## src/rtl/aes_pkg.sv

```systemverilog
// ============================================================================
// Module      : aes_pkg
// Description : Shared types, widths and GF(2^8) helpers for the AES inverse
//               cipher datapath.
// Revision    : 1.0
// ============================================================================
`default_nettype none

package aes_pkg;

    localparam int NR_DEFAULT = 10;
    localparam int BLOCK_W    = 128;
    localparam int KEY_IDX_W  = 4;

    typedef enum logic [2:0] {
        IDLE     = 3'd0,
        WAIT_KEY = 3'd1,
        PREFETCH = 3'd2,
        ADDKEY   = 3'd3,
        ROUND    = 3'd4,
        FINAL    = 3'd5,
        DONE     = 3'd6
    } state_e;

    // Entry 0x00 sits in the most significant byte.
    localparam logic [2047:0] INV_SBOX = {
        128'h52096ad53036a538bf40a39e81f3d7fb, 128'h7ce339829b2fff87348e4344c4dee9cb,
        128'h547b9432a6c2233dee4c950b42fac34e, 128'h082ea16628d924b2765ba2496d8bd125,
        128'h72f8f66486689816d4a45ccc5d65b692, 128'h6c704850fdedb9da5e154657a78d9d84,
        128'h90d8ab008cbcd30af7e45805b8b34506, 128'hd02c1e8fca3f0f02c1afbd0301138a6b,
        128'h3a9111414f67dcea97f2cfcef0b4e673, 128'h96ac7422e7ad3585e2f937e81c75df6e,
        128'h47f11a711d29c5896fb7620eaa18be1b, 128'hfc563e4bc6d279209adbc0fe78cd5af4,
        128'h1fdda8338807c731b11210592780ec5f, 128'h60517fa919b54a0d2de57a9f93c99cef,
        128'ha0e03b4dae2af5b0c8ebbb3c83539961, 128'h172b047eba77d626e169146355210c7d
    };

    function automatic logic [7:0] inv_sbox(input logic [7:0] x);
        return 8'(INV_SBOX >> (11'd2040 - {x, 3'b000}));
    endfunction

    function automatic logic [7:0] xtime(input logic [7:0] x);
        return {x[6:0], 1'b0} ^ (x[7] ? 8'h1b : 8'h00);
    endfunction

    // Multiply by a 4-bit constant; only 0x9/0xb/0xd/0xe are used.
    function automatic logic [7:0] gf_mul(input logic [7:0] x, input logic [3:0] k);
        logic [7:0] x2;
        logic [7:0] x4;
        logic [7:0] x8;
        x2 = xtime(x);
        x4 = xtime(x2);
        x8 = xtime(x4);
        return (k[0] ? x : 8'h00) ^ (k[1] ? x2 : 8'h00) ^
               (k[2] ? x4 : 8'h00) ^ (k[3] ? x8 : 8'h00);
    endfunction

endpackage

`default_nettype wire

```

## src/rtl/aes_inv_round.sv

```systemverilog
// ============================================================================
// Module      : aes_inv_round
// Description : Combinational AES inverse round: InvShiftRows, InvSubBytes,
//               AddRoundKey, then InvMixColumns unless skip_mix is set.
// Revision    : 1.0
// ============================================================================
`default_nettype none

module aes_inv_round
    import aes_pkg::*;
(
    input  logic [BLOCK_W-1:0] i_state,
    input  logic [BLOCK_W-1:0] i_round_key,
    input  logic               skip_mix,
    output logic [BLOCK_W-1:0] o_state
);

    logic [7:0] w_ak [16];
    logic [7:0] w_mc [16];

    // Byte b is row b%4, column b/4; row r rotates right by r columns.
    for (genvar b = 0; b < 16; b++) begin : g_byte
        localparam int ROW = b % 4;
        localparam int COL = b / 4;
        localparam int SRC = 4 * ((COL - ROW + 4) % 4) + ROW;
        assign w_ak[b] = inv_sbox(i_state[127-8*SRC -: 8]) ^ i_round_key[127-8*b -: 8];
        assign o_state[127-8*b -: 8] = skip_mix ? w_ak[b] : w_mc[b];
    end

    for (genvar c = 0; c < 4; c++) begin : g_col
        for (genvar r = 0; r < 4; r++) begin : g_row
            assign w_mc[4*c+r] = gf_mul(w_ak[4*c + r],           4'he) ^
                                 gf_mul(w_ak[4*c + ((r+1) % 4)], 4'hb) ^
                                 gf_mul(w_ak[4*c + ((r+2) % 4)], 4'hd) ^
                                 gf_mul(w_ak[4*c + ((r+3) % 4)], 4'h9);
        end
    end

endmodule

`default_nettype wire

```

## src/rtl/aes_inv_cipher.sv

```systemverilog
// ============================================================================
// Module      : aes_inv_cipher
// Description : Iterative AES-128 inverse cipher, one round per clock, with
//               round keys fetched from an external key store.
//               Define AES_INV_CIPHER_ZEROIZE_EN to clear the result and the
//               state register on the cycle after valid.
// Revision    : 1.0
// ============================================================================
`default_nettype none

module aes_inv_cipher
    import aes_pkg::*;
#(
    parameter int NR = NR_DEFAULT
)(
    input  logic                 clk,
    input  logic                 rest,
    input  logic                 start,
    input  logic [BLOCK_W-1:0]   cipher_in,
    input  logic                 key_done,
    input  logic [BLOCK_W-1:0]   key_round,
    output logic [KEY_IDX_W-1:0] round_no,
    output logic [BLOCK_W-1:0]   plain_out,
    output logic                 valid,
    output logic                 busy
);

    localparam logic [KEY_IDX_W-1:0] NR_IDX = KEY_IDX_W'(NR);

    state_e               state_q, state_d;
    logic [BLOCK_W-1:0]   data_q,  data_d;
    logic [BLOCK_W-1:0]   plain_q, plain_d;
    logic [KEY_IDX_W-1:0] round_q, round_d;
    logic [KEY_IDX_W-1:0] w_round_dec;
    logic [BLOCK_W-1:0]   w_round_out;

    aes_inv_round u_round (
        .i_state     (data_q),
        .i_round_key (key_round),
        .skip_mix    (state_q == FINAL),
        .o_state     (w_round_out)
    );

    assign w_round_dec = (round_q != '0) ? round_q - 4'd1 : '0;

    // round_no runs one cycle ahead of the key it selects, since the key
    // store answers a cycle later.
    always_comb begin
        state_d = state_q;
        data_d  = data_q;
        plain_d = plain_q;
        round_d = round_q;
        case (state_q)
            IDLE: begin
                if (start) begin
                    data_d = cipher_in;
                    if (key_done) begin
                        state_d = PREFETCH;
                        round_d = NR_IDX;
                    end else begin
                        state_d = WAIT_KEY;
                    end
                end
            end
            WAIT_KEY: begin
                if (key_done) begin
                    state_d = PREFETCH;
                    round_d = NR_IDX;
                end
            end
            PREFETCH: begin
                state_d = ADDKEY;
                round_d = w_round_dec;
            end
            ADDKEY: begin
                data_d  = data_q ^ key_round;
                state_d = ROUND;
                round_d = w_round_dec;
            end
            ROUND: begin
                data_d  = w_round_out;
                round_d = w_round_dec;
                if (round_q == '0) begin
                    state_d = FINAL;
                end
            end
            FINAL: begin
                data_d  = w_round_out;
                plain_d = w_round_out;
                state_d = DONE;
            end
            DONE: begin
                state_d = IDLE;
`ifdef AES_INV_CIPHER_ZEROIZE_EN
                data_d  = '0;
                plain_d = '0;
`endif
            end
            default: state_d = IDLE;
        endcase

        // Losing the key store mid-operation abandons the block silently.
        if (!key_done && (state_q inside {PREFETCH, ADDKEY, ROUND, FINAL})) begin
            state_d = IDLE;
            round_d = '0;
            data_d  = data_q;
            plain_d = plain_q;
        end
    end

    always_ff @(posedge clk) begin
        if (rest) begin
            state_q <= IDLE;
            data_q  <= '0;
            plain_q <= '0;
            round_q <= '0;
        end else begin
            state_q <= state_d;
            data_q  <= data_d;
            plain_q <= plain_d;
            round_q <= round_d;
        end
    end

    assign round_no  = round_q;
    assign plain_out = plain_q;
    assign valid     = (state_q == DONE);
    assign busy      = (state_q != IDLE);

endmodule

`default_nettype wire
```

## config.mk

```make
export PLATFORM = sky130hd
export DESIGN_NAME = aes_inv_cipher
export DESIGN_NICKNAME = d
export VERILOG_FILES = /design/src/rtl/aes_pkg.sv /design/src/rtl/aes_inv_round.sv /design/src/rtl/aes_inv_cipher.sv
export SDC_FILE = /design/constraint.sdc
export NUM_CORES = 2
export LEC_CHECK = 0
export BUFFER_PORTS_ARGS = -buffer_cell sky130_fd_sc_hd__buf_2
export CELL_PAD_IN_SITES_DETAIL_PLACEMENT = 1
export CELL_PAD_IN_SITES_GLOBAL_PLACEMENT = 2
export CORE_ASPECT_RATIO = 2
export CORE_MARGIN = 5
export CORE_UTILIZATION = 38
export CTS_BUF_LIST = sky130_fd_sc_hd__clkbuf_8
export CTS_CLUSTER_DIAMETER = 50
export DETAILED_ROUTE_END_ITERATION = 10
export PLACE_DENSITY_LB_ADDON = 0.1
export SETUP_SLACK_MARGIN = 0.5
export SLEW_MARGIN = 10
export SYNTH_ARGS = -nofsm -noshare
export SYNTH_HDL_FRONTEND = slang
export SYNTH_SLANG_ARGS = --single-unit
```

## constraint.sdc

```tcl
create_clock -name clk -period 7.5 [get_ports clk]
set_input_delay 1.5 -clock clk [delete_from_list [all_inputs] [get_ports clk]]
set_output_delay 1.5 -clock clk [all_outputs]
set_load 0.03 [all_outputs]
```

==> flow_summary.toml <==
[clock_tree]
clock-root-buffer = "clkbuf_8"
clkSinkCount = 263
htreeDepth = 2
clockBufferDepth = 3
cts_resized = 0
cts_buffers = 58
post_cts_buffers = 0
cts_tree = "yes"
hold_buffers = 0
clk_pin_slew_ns = 0.07
clock_latency_ns = 0.85

[power_and_ir_drop]
leakagePower_nw = 30.9
switching_share_pct = 54.8
combPwrFrac_pct = 89.1
p_per_area_mw_per_mm2 = 443
p_int_mw = 17.1
ir_drop_v = 0.000556
power.switching_mw = 20.7
p_total_mw = 37.7
seq_power_share_pct = 5.5
clkPwrFrac_pct = 5.5

[global_routing]
grt.busiest_layer = "met2"
use_met2_pct = 75.8
grt_first_pass_wirelength_mm = 762
antenna_found_initial = 72
grt_use_met3_pct = 10.6
grt-ovfl-total = 0
met1_usage_pct = 49.8
grt_max_degree = 131
grt_pass1_vias = 101182
gr-usage-all-layers_pct = 46.1

[synthesis]
netlist_instances = 11104
synthFlopType = "dfxtp_1"
synth_cell_types = 109
synthArstFlopShare_pct = 0
synth_edf_count = 0
syn-num-nets = 11684
synth_seq_area_share_pct = 6.56
synth.cell_area_mm2 = 0.0803
ys_ff_latch = 263
syn_avg_cell_area_um2 = 7.23
synth_warnings = 0

[floorplanning]
fp.dieW_um = 335
coreArea_mm2 = 0.210
io_pins = 394
num_rows = 238
die_area_mm2 = 0.221
start_util_pct = 38.2
die_h_um = 660

[critical_path]
worstRegToRegCells = 13
crit_arrival_ns = 7.55
reg2reg_slack_ns = 0.63
crit_path_cell_trace = "inv_1 > ha_1 > nor2b_1 > nor3_1 > a211oi_1 > o221ai_1 > a221oi_1 > xnor2_2 > xnor2_2 > xor3_1 > xnor3_1 > a221oi_1 > a211oi_1"
r2r_end = "data_q[97]"
r2r_start = "data_q[120]"
path_max_fanout = 17
required_ns = 8.18
critPathLaunch = "data_q[120]"
end_kind = "flip-flop"
critical_path_class = "reg -> reg"
critPathLaunchType = "flip-flop"
cpPeakStageDelay_ns = 0.95
critPathSlowestCell = "a221oi_1"

[finish]
layout-drive-gt1-share_pct = 13.8
area_growth_pct = 6.16
layout.nets = 11280
layout_commonest_cell = "nand2_1"
final_cell_mix = "nand2_1, a21oi_1, nor2_1"
n_fill_cell = 26208
fin_util_pct = 40.5

[sta]
tightest_slew_ns = 1.46
finalSetupViolCount = 0
fmax_mhz = 145
slew_viol_final = 0
relSlewSlack_pct = 1.83
timing.final.crit_share_pct = 91.6
grt_setup_unrepaired = "false"
skew_ns = 0.0612
hold_viol_final = 0
finalCriticalPeriod_ns = 6.87
setup_tns_ns = 0

[hold_path]
hold_path_class = "reg -> reg"
min_from = "plain_out[97]"
holdPathEnd = "plain_out[97]"
hold_depth = 2

[placed_design]
dp_hpwl_mm = 403
io_buffers = 393
place_congestion = 1.12

[detailed_routing]
via_per_inst = 7.52
routed_wl_mm = 542
drtPass1Iterations = 6
wl_per_cell_um = 40.0
ant_nets = 0
drc = 0
vias = 101845
drt_iter0_drc = 13606

[outcome]
status = "complete, no violations"

[flow_run]
maxCapViolCount = 0
[worst max-delay path: cells and delay by family, from the launching register on]
kind	cells	cell delay, ns
buffers and inverters	1	0.47
AO/OA/AOI/OAI	5	2.28
flip-flops	1	0.31
adder cells (fa/ha/maj)	1	0.82
XOR/XNOR	4	1.80
AND/OR/NAND/NOR	2	0.97
[per-stage QoR]
step                      worst slack, ns  area (um2)  cells  hold slack [ns]
after CTS                           0.826       85100  13507            0.458
after global routing                0.588       85100  13515            0.470
after detailed placement            0.849       83700  13399            0.449
after floorplan                      2.15       80300  11104            0.582
after global placement              0.852       83700  13398            0.443
final                               0.627       85200  13551            0.455
[kinds of logic after synthesis]
kind of cell             synth area share (%)
XOR/XNOR                                 14.4
adder cells (fa/ha/maj)                  4.99
multiplexers                             6.75
buffers and inverters                    8.24
flip-flops                               6.56
AND/OR/NAND/NOR                          23.1
AO/OA/AOI/OAI                            36.0
[registers in the layout, indices dropped and copies added, names as in the netlist]
name and cells:
data_q 128, plain_out 128, round_no 4, state_q 3
[synthesized netlist by cell type (81+ instances only)]
master | number | share of area (%)
nand2_1 | 805 | 3.8
a21oi_1 | 756 | 4.7
nor2_1 | 724 | 3.4
clkbuf_1 | 675 | 3.2
o21ai_0 | 631 | 3.9
xnor2_1 | 485 | 5.3
buf_2 | 474 | 3.0
a211oi_1 | 393 | 3.7
nand2b_1 | 377 | 2.9
nor2b_1 | 356 | 2.8
ha_1 | 320 | 5.0
xor2_1 | 302 | 3.3
nor3_1 | 287 | 1.8
nand3_1 | 276 | 1.7
dfxtp_1 | 263 | 6.6
o211ai_1 | 218 | 2.0
a221oi_1 | 215 | 2.3
a31oi_1 | 202 | 1.6
a311oi_1 | 197 | 2.1
inv_1 | 172 | 0.80
mux4_2 | 154 | 4.3
xnor3_1 | 144 | 4.0
mux2i_1 | 140 | 1.7
o311ai_0 | 140 | 1.5
or2_2 | 132 | 1.0
and2_1 | 114 | 0.89
o31ai_1 | 114 | 1.1
a21o_1 | 81 | 0.76
[power by group through the flow]
stage	clock network (mW)	registers, mW	logic [mW]
3_3_place_gp	0	2.06	32.3
3_5_place_dp	0	2.06	32.4
6_report	2.07	2.06	33.6
2_1_floorplan	0	1.61	22.8
5_1_grt	2.14	2.07	34.3
4_1_cts	2.10	2.03	32.6
[area by class of cell]
cell class	instances	area [um2]	share of cell area (%)
timing repair buffer	838	5540	6.50
tap	2760	3450	4.05
multi-input combinational	9328	68500	80.4
clock inverter	36	405	0.476
clock buffer	72	991	1.16
sequential	263	5420	6.36
antenna	43	108	0.126
inverter	211	792	0.929
[layer usage]
metal / share of wire, % / vias up / wire length, um
met2: 45 / 7670 / 246000
met3: 9.6 / 2806 / 51700
met4: 11 / 28 / 61500
li1: - / 41467 / -
met5: 0.037 / - / 200
met1: 34 / 49874 / 182000
[how the worst max path moves through the flow]
stage               cells after the start  slack (ns)          to
global route                           13        0.59  data_q[97]
detailed placement                     13        0.85  data_q[97]
global placement                       13        0.85  data_q[97]
floorplan                              18        2.15   data_q[3]
finish                                 13        0.63  data_q[97]
CTS                                    13        0.83  data_q[97]
(Power assumes the default switching activity.)
